`config.mk`:
```
export PLATFORM = sky130hd
export DESIGN_NAME = bit_serial_addsub
export DESIGN_NICKNAME = d
export VERILOG_FILES = /design/src/rtl/bit_serial_pkg.sv /design/src/rtl/bit_serial_lane.sv /design/src/rtl/bit_serial_addsub.sv
export SDC_FILE = /design/constraint.sdc
export NUM_CORES = 1
export LEC_CHECK = 0
export ABC_AREA = 0
export CORE_UTILIZATION = 65
export DETAILED_ROUTE_END_ITERATION = 12
export DONT_BUFFER_PORTS = 1
export PLACE_DENSITY = 0.81
export SLEW_MARGIN = 20
export SYNTH_ARGS = -nofsm -noshare
export SYNTH_HDL_FRONTEND = slang
export SYNTH_HIERARCHICAL = 1
export SYNTH_SLANG_ARGS = --single-unit
```
`constraint.sdc`:
```
create_clock -name clk -period 3.2 [get_ports clk]
set_input_delay 0.32 -clock clk [delete_from_list [all_inputs] [get_ports clk]]
set_output_delay 0.32 -clock clk [all_outputs]
set_load 0.05 [all_outputs]
```
`src/rtl/bit_serial_pkg.sv`:
```
// rtl/bit_serial_pkg.sv - shared FSM state and mode constants for the bit-serial adder/subtractor
package bit_serial_pkg;

  typedef enum logic {
    ST_IDLE = 1'b0,
    ST_RUN  = 1'b1
  } state_e;

  localparam logic MODE_ADD = 1'b0;
  localparam logic MODE_SUB = 1'b1;

endpackage

```
`src/rtl/bit_serial_lane.sv`:
```
// rtl/bit_serial_lane.sv - one lane: mode/carry registers, full adder and end-of-word flags
module bit_serial_lane
  import bit_serial_pkg::*;
(
  input  logic clk,
  input  logic rst,
  input  logic accept_i,
  input  logic first_i,
  input  logic last_i,
  input  logic sub_i,
  input  logic a_i,
  input  logic b_i,
  output logic y_o,
  output logic carry_out_o,
  output logic overflow_o
);

  logic mode_q, mode_d;
  logic carry_q, carry_d;
  logic y_q, y_d;
  logic cout_q, cout_d;
  logic ovf_q, ovf_d;

  logic mode_eff, c_in, b_eff, sum, c_next;

  always_comb begin
    // A first slice takes its mode and carry-in from sub, ignoring whatever the previous word left behind.
    mode_eff = first_i ? sub_i : mode_q;
    c_in     = first_i ? sub_i : carry_q;
    b_eff    = b_i ^ (mode_eff == MODE_SUB);
    sum      = a_i ^ b_eff ^ c_in;
    c_next   = (a_i & b_eff) | (a_i & c_in) | (b_eff & c_in);

    mode_d  = mode_q;
    carry_d = carry_q;
    y_d     = y_q;
    cout_d  = cout_q;
    ovf_d   = ovf_q;
    if (accept_i) begin
      mode_d  = mode_eff;
      carry_d = c_next;
      y_d     = sum;
      if (last_i) begin
        cout_d = c_next;
        ovf_d  = c_in ^ c_next;
      end
    end
  end

  always_ff @(posedge clk or posedge rst) begin
    if (rst) begin
      mode_q  <= MODE_ADD;
      carry_q <= 1'b0;
      y_q     <= 1'b0;
      cout_q  <= 1'b0;
      ovf_q   <= 1'b0;
    end else begin
      mode_q  <= mode_d;
      carry_q <= carry_d;
      y_q     <= y_d;
      cout_q  <= cout_d;
      ovf_q   <= ovf_d;
    end
  end

  assign y_o         = y_q;
  assign carry_out_o = cout_q;
  assign overflow_o  = ovf_q;

endmodule

```
`src/rtl/bit_serial_addsub.sv`:
```
// rtl/bit_serial_addsub.sv - multi-lane word-framed bit-serial adder/subtractor with framing FSM
module bit_serial_addsub
  import bit_serial_pkg::*;
#(
  parameter int CHANNELS = 4,
  parameter int WORD_LEN = 8,
  localparam int CNT_W   = $clog2(WORD_LEN)
) (
  input  logic                clk,
  input  logic                rst,
  input  logic                in_valid,
  input  logic                in_first,
  input  logic [CHANNELS-1:0] sub,
  input  logic [CHANNELS-1:0] a,
  input  logic [CHANNELS-1:0] b,
  output logic [CHANNELS-1:0] y,
  output logic                out_valid,
  output logic                out_first,
  output logic                out_last,
  output logic [CHANNELS-1:0] carry_out,
  output logic [CHANNELS-1:0] overflow,
  output logic                frame_err
);

  state_e            state_q, state_d;
  logic [CNT_W-1:0]  cnt_q, cnt_d;
  logic              valid_q, first_q, last_q, ferr_q;

  logic accept, first_acc, last_acc, ferr_d;

  always_ff @(posedge clk or posedge rst) begin
    if (rst) begin
      state_q <= ST_IDLE;
      cnt_q   <= '0;
    end else begin
      state_q <= state_d;
      cnt_q   <= cnt_d;
    end
  end

  always_comb begin
    state_d = state_q;
    cnt_d   = cnt_q;
    if (first_acc) begin
      state_d = ST_RUN;
      cnt_d   = CNT_W'(1);
    end else if (last_acc) begin
      state_d = ST_IDLE;
      cnt_d   = '0;
    end else if (accept) begin
      cnt_d   = cnt_q + CNT_W'(1);
    end
  end

  always_comb begin
    // Slices arriving in IDLE without in_first are simply not accepted.
    first_acc = in_valid & in_first;
    accept    = first_acc | (in_valid & (state_q == ST_RUN));
    last_acc  = in_valid & ~in_first & (state_q == ST_RUN) &
                (cnt_q == CNT_W'(WORD_LEN - 1));
    ferr_d    = first_acc & (state_q == ST_RUN);
  end

  always_ff @(posedge clk or posedge rst) begin
    if (rst) begin
      valid_q <= 1'b0;
      first_q <= 1'b0;
      last_q  <= 1'b0;
      ferr_q  <= 1'b0;
    end else begin
      valid_q <= accept;
      first_q <= first_acc;
      last_q  <= last_acc;
      ferr_q  <= ferr_d;
    end
  end

  for (genvar l = 0; l < CHANNELS; l++) begin : g_lane
    bit_serial_lane u_lane (
      .clk        (clk),
      .rst        (rst),
      .accept_i   (accept),
      .first_i    (first_acc),
      .last_i     (last_acc),
      .sub_i      (sub[l]),
      .a_i        (a[l]),
      .b_i        (b[l]),
      .y_o        (y[l]),
      .carry_out_o(carry_out[l]),
      .overflow_o (overflow[l])
    );
  end

  assign out_valid = valid_q;
  assign out_first = first_q;
  assign out_last  = last_q;
  assign frame_err = ferr_q;

endmodule

```
==> results of run 1 <==
==> power breakdown <==
group          switching [µW]  total [µW]  leakage [µW]  internal, µW
clock                    96.1         165     0.0000210          69.4
sequential                235         675      0.000349           440
combinational             106         253      0.000275           147
total                     437        1090      0.000645           656
==> per-stage QoR <==
stage | cell area, µm² | worst slack, ns | instances | power, µW
after detailed placement | 1400 | 1.22 | 131 | 942
after CTS | 1450 | 1.26 | 136 | 1100
after global routing | 1450 | 1.10 | 136 | 1170
after floorplan | 1390 | 1.24 | 106 | 888
final | 1450 | 1.24 | 136 | 1090
after global placement | 1400 | 1.24 | 131 | 920
==> metal layers <==
metal,track usage [%],vias up
met5,0,-
met4,7.22,0
met3,4.44,2
met2,36.3,19
met1,29.0,393
li1,-,370
==> layout make-up <==
| cell class | instances | area [µm²] | share of cell area [%] |
|---|---|---|---|
| Inverter | 7 | 26.3 | 1.82 |
| Timing Repair Buffer | 1 | 10.0 | 0.692 |
| Clock buffer | 4 | 36.3 | 2.51 |
| Sequential cell | 28 | 701 | 48.4 |
| Multi-Input combinational cell | 69 | 639 | 44.2 |
| Tap cell | 27 | 33.8 | 2.34 |
==> cells by family (layout without fill, tap and decap cells) <==
family / count (synthesis) / after routing / share of synthesized area [%]
compound gates: 9 / 9 / 4.42
xor+xnor: 8 / 8 / 5.05
fa+ha+maj: 6 / 6 / 7.57
buf+inv: 9 / 12 / 3.51
flops: 28 / 28 / 50.5
mux: 24 / 24 / 20.2
simple gates: 22 / 22 / 8.83
==> timing repair <==
action / in CTS / in global routing
hold buffers: 1 / 0
gates resized for setup: 0 / 0
hold endpoints to repair: 28 / 0
==> how the worst max path moves through the flow <==
| stage | start | endpoint | slack, ns |
|---|---|---|---|
| after floorplan | in_valid | g_lane[0].u_lane/y_o | 1.24 |
| after global placement | in_valid | g_lane[0].u_lane/y_o | 1.24 |
| after detailed placement | in_valid | g_lane[0].u_lane/y_o | 1.22 |
| after CTS | cnt_q[1] | g_lane[2].u_lane/carry_out_o | 1.26 |
| after global routing | cnt_q[1] | g_lane[2].u_lane/carry_out_o | 1.10 |
| final | cnt_q[1] | g_lane[2].u_lane/carry_out_o | 1.24 |
==> worst reg2reg max path: stages, from the launching register on <==
cell	delay (ns)
dfrtp_1	0.43
ha_1	0.17
ha_1	0.19
nor3b_1	0.50
nand2_1	0.20
mux2_1	0.36
==> cell usage after synthesis (all sizes together) <==
master | instances | area share, %
a211o | 1 | 0.63
a21o | 1 | 0.54
and2 | 1 | 0.54
and3 | 1 | 0.54
and4bb | 1 | 0.90
buf | 2 | 1.6
dfrtp | 28 | 50
fa | 4 | 5.8
ha | 2 | 1.8
inv | 7 | 1.9
mux2 | 20 | 17
mux2i | 4 | 2.9
nand2 | 14 | 3.8
nand2b | 1 | 0.63
nand4b | 2 | 1.3
nor3b | 1 | 0.54
o21a | 1 | 0.54
o21ai | 4 | 1.4
o221ai | 1 | 0.63
o311ai | 1 | 0.63
or3b | 1 | 0.63
xnor2 | 8 | 5.0
==> sequential cells by signal (all words and copies together), names as in the netlist <==
signal,cells
cnt_q,3
frame_err,1
g_lane.u_lane/carry_out_o,4
g_lane.u_lane/carry_q,4
g_lane.u_lane/mode_q,4
g_lane.u_lane/overflow_o,4
g_lane.u_lane/y_o,4
out_first,1
out_last,1
out_valid,1
state_q,1
==> cell usage in the layout (no fill, tap or decap) <==
cell,Yosys,routed
a211o_1,1,1
a21o_1,1,1
and2_2,1,1
and3_2,1,1
and4bb_1,1,1
clkbuf_4,0,3
clkbuf_8,0,1
dfrtp_1,28,28
dlygate4sd3_1,0,1
fa_1,4,4
ha_1,2,2
inv_1,7,7
mux2_1,8,8
mux2_2,8,8
mux2_4,4,4
mux2i_1,4,4
nand2_1,14,14
nand2b_2,1,1
nand4b_1,2,2
nor3b_1,1,1
o21a_1,1,1
o21ai_1,4,4
o221ai_1,1,1
o311ai_1,1,1
or3b_1,1,1
xnor2_1,8,8
==> impl_metrics.ini, run 1 <==
[status]
status = completed

[timing]
finalMaxSlewViolations = 0
max_slew_margin_pct = 56.6
fin_crit_sh_pct = 61.3
timing.fmax_mhz = 509
tightest_slew_ns = 0.651
final.setup.tns_ns = 0
rsz0062_at_grt = no
period_needed_ns = 1.96
setup_viol = 0
finalHoldViolCount = 0
holdWs_ns = 0.102
final.setup_skew_ns = 0.0127

[critical_path]
worstPathArrival_ns = 2.17
cp-start-kind = flop
regToRegSetupSlack_ns = 1.24
slowest_delay_ns = 0.50
reg2reg_from = cnt_q[1]
worst-path-buf-inv = 0
cp_slowest_cell = nor3b_1
worst-path-stages = 5
worstRegToRegCells = 5
crit_fanout = 5
setup.worst_path.end_class = flop
rr_endpoint = g_lane[2].u_lane/carry_out_o
cp_common_cell = ha_1
cp.required_ns = 3.40
crit_family = simple AND/OR/NAND/NOR gates
path_cells = ha_1, ha_1, nor3b_1, nand2_1, mux2_1
setup.worst_path.class = reg2reg

[global_route]
grt_max_degree = 18
grt_overflow = 0
antenna_found_initial = 0
grt_usage_pct = 22.0
grt_pass1_wl_um = 3510
grt_pass1_vias = 793

[clocking]
h-tree-depth = 1
clock-sinks = 28
cts_tree = done
clockBufferDepth = 2
clk_pin_slew_ns = 0.15
clock_latency_ns = 0.31
root_buffer = clkbuf_4
cts_setup_buffers = 0
cts_buffers = 3

[die]
placementRows = 16
die_y_um = 48.2
start_util_pct = 70.1
ios = 32
die_x_um = 48.2
core_area_um2 = 1980
fp.dieArea_um2 = 2330

[detailed_routing]
met3WireLength_um = 112
drt_iter0_drc = 5
drtPass1Iterations = 4
wl_met2_um = 1100
final_antenna_net_count = 0
finalWirelength_um = 2130
num_vias = 784
viasPerCell = 5.76
post_drt_wl_per_cell_um = 15.6
drc = 0
wl_met1_um = 905
top_layer_used = met4

[logic_synthesis]
yosys_warnings = 6
yosysSeqAreaShare_pct = 50.5
syn_area_um2 = 1390
yosysUniqueCellTypes = 24
syn-num-nets = 128
syn_avg_cell_area_um2 = 13.1
ys_seq_elements = 28
syn_inst = 106

[cells_and_area]
drive_gt1_share_pct = 17.4
num-fill-cells = 126
final_nets = 132
syn_to_final_growth_pct = 4.14
num_antenna_cells = 0
final_core_util_pct = 73.0

[placement]
placement.io_buffers = 0
place.gp.congestion = 0.690
hpwl_um = 1680

[min_path]
hold_path.class = in2reg
min_path_cells = 1
hold_path_end = cnt_q[1]
min_from = in_first

[power]
p_leak_uw = 0.000645
powerDensity_nw_per_um2 = 756
ir_drop_mv = 0.565

[run]
timing.max_cap.violations = 0
Power figures use the tool's default switching activity.
==> run 2, diff against run 1 <==
--- a/config.mk
+++ b/config.mk
@@ -6,10 +6,10 @@
 export NUM_CORES = 1
 export LEC_CHECK = 0
 export ABC_AREA = 0
-export CORE_UTILIZATION = 65
+export CORE_UTILIZATION = 55
 export DETAILED_ROUTE_END_ITERATION = 12
 export DONT_BUFFER_PORTS = 1
-export PLACE_DENSITY = 0.81
+export PLACE_DENSITY = 0.73
 export SLEW_MARGIN = 20
 export SYNTH_ARGS = -nofsm -noshare
 export SYNTH_HDL_FRONTEND = slang
==> constraint.sdc (replaced) <==
create_clock -name clk -period 1.62 [get_ports clk]
set_input_delay 0.162 -clock clk [delete_from_list [all_inputs] [get_ports clk]]
set_output_delay 0.162 -clock clk [all_outputs]
set_load 0.05 [all_outputs]
==> run 2 against run 1 <==
Compared with the run above:
- the run now ends with negative setup slack left
- maximum frequency up 20%
- sequential share of layout area down 6.1 points
- critical path depth unchanged
- critical path type unchanged
- worst setup slack worse by 1.3 ns
- via count up 9.9%
- first-iteration DRC count up 60%
- clock power up 100%
- cell count up 15%
- design area up 14%
==> impl_metrics.ini, run 2 (same netlist as run 1, synthesis figures left out) <==
[status]
status = finished, violations left
violations = negative setup slack

[timing]
period_needed_ns = 1.63
finalHoldViolCount = 0
fin_ws_ns = -0.0149
holdWs_ns = 0.0436
timing.fmax_mhz = 612
fin_crit_sh_pct = 101
max_slew_margin_pct = 67.1
setup_viol = 1
finalMaxSlewViolations = 0
final.setup.tns_ns = -0.0149
final.setup_skew_ns = 0.00594
tightest_slew_ns = 0.493
rsz0062_at_grt = yes

[detailed_routing]
num_vias = 862
post_drt_wl_per_cell_um = 17.0
viasPerCell = 5.49
finalWirelength_um = 2660
drt_iter0_drc = 8
drtPass1Iterations = 4
drc = 0
final_antenna_net_count = 0

[placement]
hpwl_um = 1700
placement.io_buffers = 0
place.gp.congestion = 0.738

[cells_and_area]
final_common_cell = dfrtp_1
syn_to_final_growth_pct = 19.1
final_nets = 152
num_antenna_cells = 0
drive_gt1_share_pct = 30.2
final_cell_mix = dfrtp_1, nand2_1, buf_4

[critical_path]
cp-start-kind = flop
setup.worst_path.class = reg2reg
cp.required_ns = 1.85
setup.worst_path.end_class = flop
worstPathArrival_ns = 1.87
worstRegToRegCells = 5
crit_fanout = 5

[die]
die_x_um = 52.3
fp.dieArea_um2 = 2730
start_util_pct = 60.5
core_area_um2 = 2300
die_y_um = 52.3
placementRows = 17
ios = 32

[power]
ir_drop_mv = 0.981
p_leak_uw = 0.000754
totalPowerFinal_uw = 2310
powerDensity_nw_per_um2 = 1400

[clocking]
h-tree-depth = 1
root_buffer = clkbuf_4
clock_latency_ns = 0.33
clk_pin_slew_ns = 0.14
cts_buffers = 3
clock-sinks = 28
clockBufferDepth = 2
cts_tree = done

[global_route]
grt_pass1_wl_um = 4060
grt_pass1_vias = 906
antenna_found_initial = 0
grt_overflow = 0
grt_usage_pct = 20.9
grt_max_degree = 16

[min_path]
min_path_cells = 2
hold_path.class = in2reg

[run]
timing.max_cap.violations = 0
==> run 2: cell types whose count changed in the layout (fill, tap and decap cells not counted), moves of 2 or more <==
| cell | change |
|---|---|
| ha_1 | -2 |
| ha_2 | +2 |
| buf_4 | +13 |
| mux2_1 | -3 |
| mux2_2 | -2 |
| dlygate4sd3_1 | +7 |
| mux2_4 | +5 |
==> run 2: metal layers <==
| layer | part of all wire, % | vias up | GRT usage (%) | wire, µm |
|---|---|---|---|---|
| met4 | 0.98 | 0 | 5.70 | 26 |
| met3 | 5.5 | 4 | 7.25 | 147 |
| met5 | 0 | - | 0 | 0 |
| met1 | 42 | 427 | 25.0 | 1120 |
| li1 | - | 407 | - | - |
| met2 | 52 | 24 | 35.7 | 1370 |
==> run 2: final cells by class <==
type | count | area [µm²]
sequential | 28 | 701
fill | 163 | 643
clock buffer | 4 | 36.3
tap | 28 | 35.0
inverter | 7 | 26.3
timing repair buffer | 21 | 178
multi-input combinational | 69 | 678
==> run 2: critical path: stages (launching register included) <==
cell,delay (ns)
dfrtp_1,0.41
ha_2,0.20
ha_2,0.17
nor3b_4,0.27
nand2_1,0.15
mux2_4,0.33
==> run 2: worst paths after layout <==
path	start	endpoint	slack [ns]
max	cnt_q[1]	g_lane[1].u_lane/carry_out_o	-0.01
max in group asynchronous	rst	cnt_q[0]	1.06
min in group asynchronous	rst	g_lane[1].u_lane/carry_out_o	0.27
min reg2reg	g_lane[0].u_lane/mode_q	g_lane[0].u_lane/mode_q	0.52
max reg2reg	cnt_q[1]	g_lane[1].u_lane/carry_out_o	-0.01
min	in_valid	out_last	0.04
==> run 2: per-stage QoR <==
step / util, % / setup WS [ns] / instance area [µm²] / instances
after floorplan: - / -0.0747 / 1390 / 106
after global placement: 65.0 / -0.109 / 1490 / 144
after detailed placement: 65.0 / -0.141 / 1490 / 144
after CTS: 69.8 / 0.0578 / 1600 / 155
after global routing: 72.0 / -0.0776 / 1650 / 157
final: 72.0 / -0.0149 / 1650 / 157
==> run 2: timing repair <==
item                                    CTS  global route
resized for setup                         1             9
pin swaps                                 0             5
endpoints found under the hold margin    37             1
endpoints found under the setup margin    8            10
buffers inserted                          0             1
hold buffers                              7             1
==> run 2: report_power, final <==
group          leakage [µW]  switching (µW)  internal (µW)  total, µW
combinational      0.000384             258            389        647
sequential         0.000349             456            869       1320
clock             0.0000210             199            138        337
total              0.000754             914           1400       2310
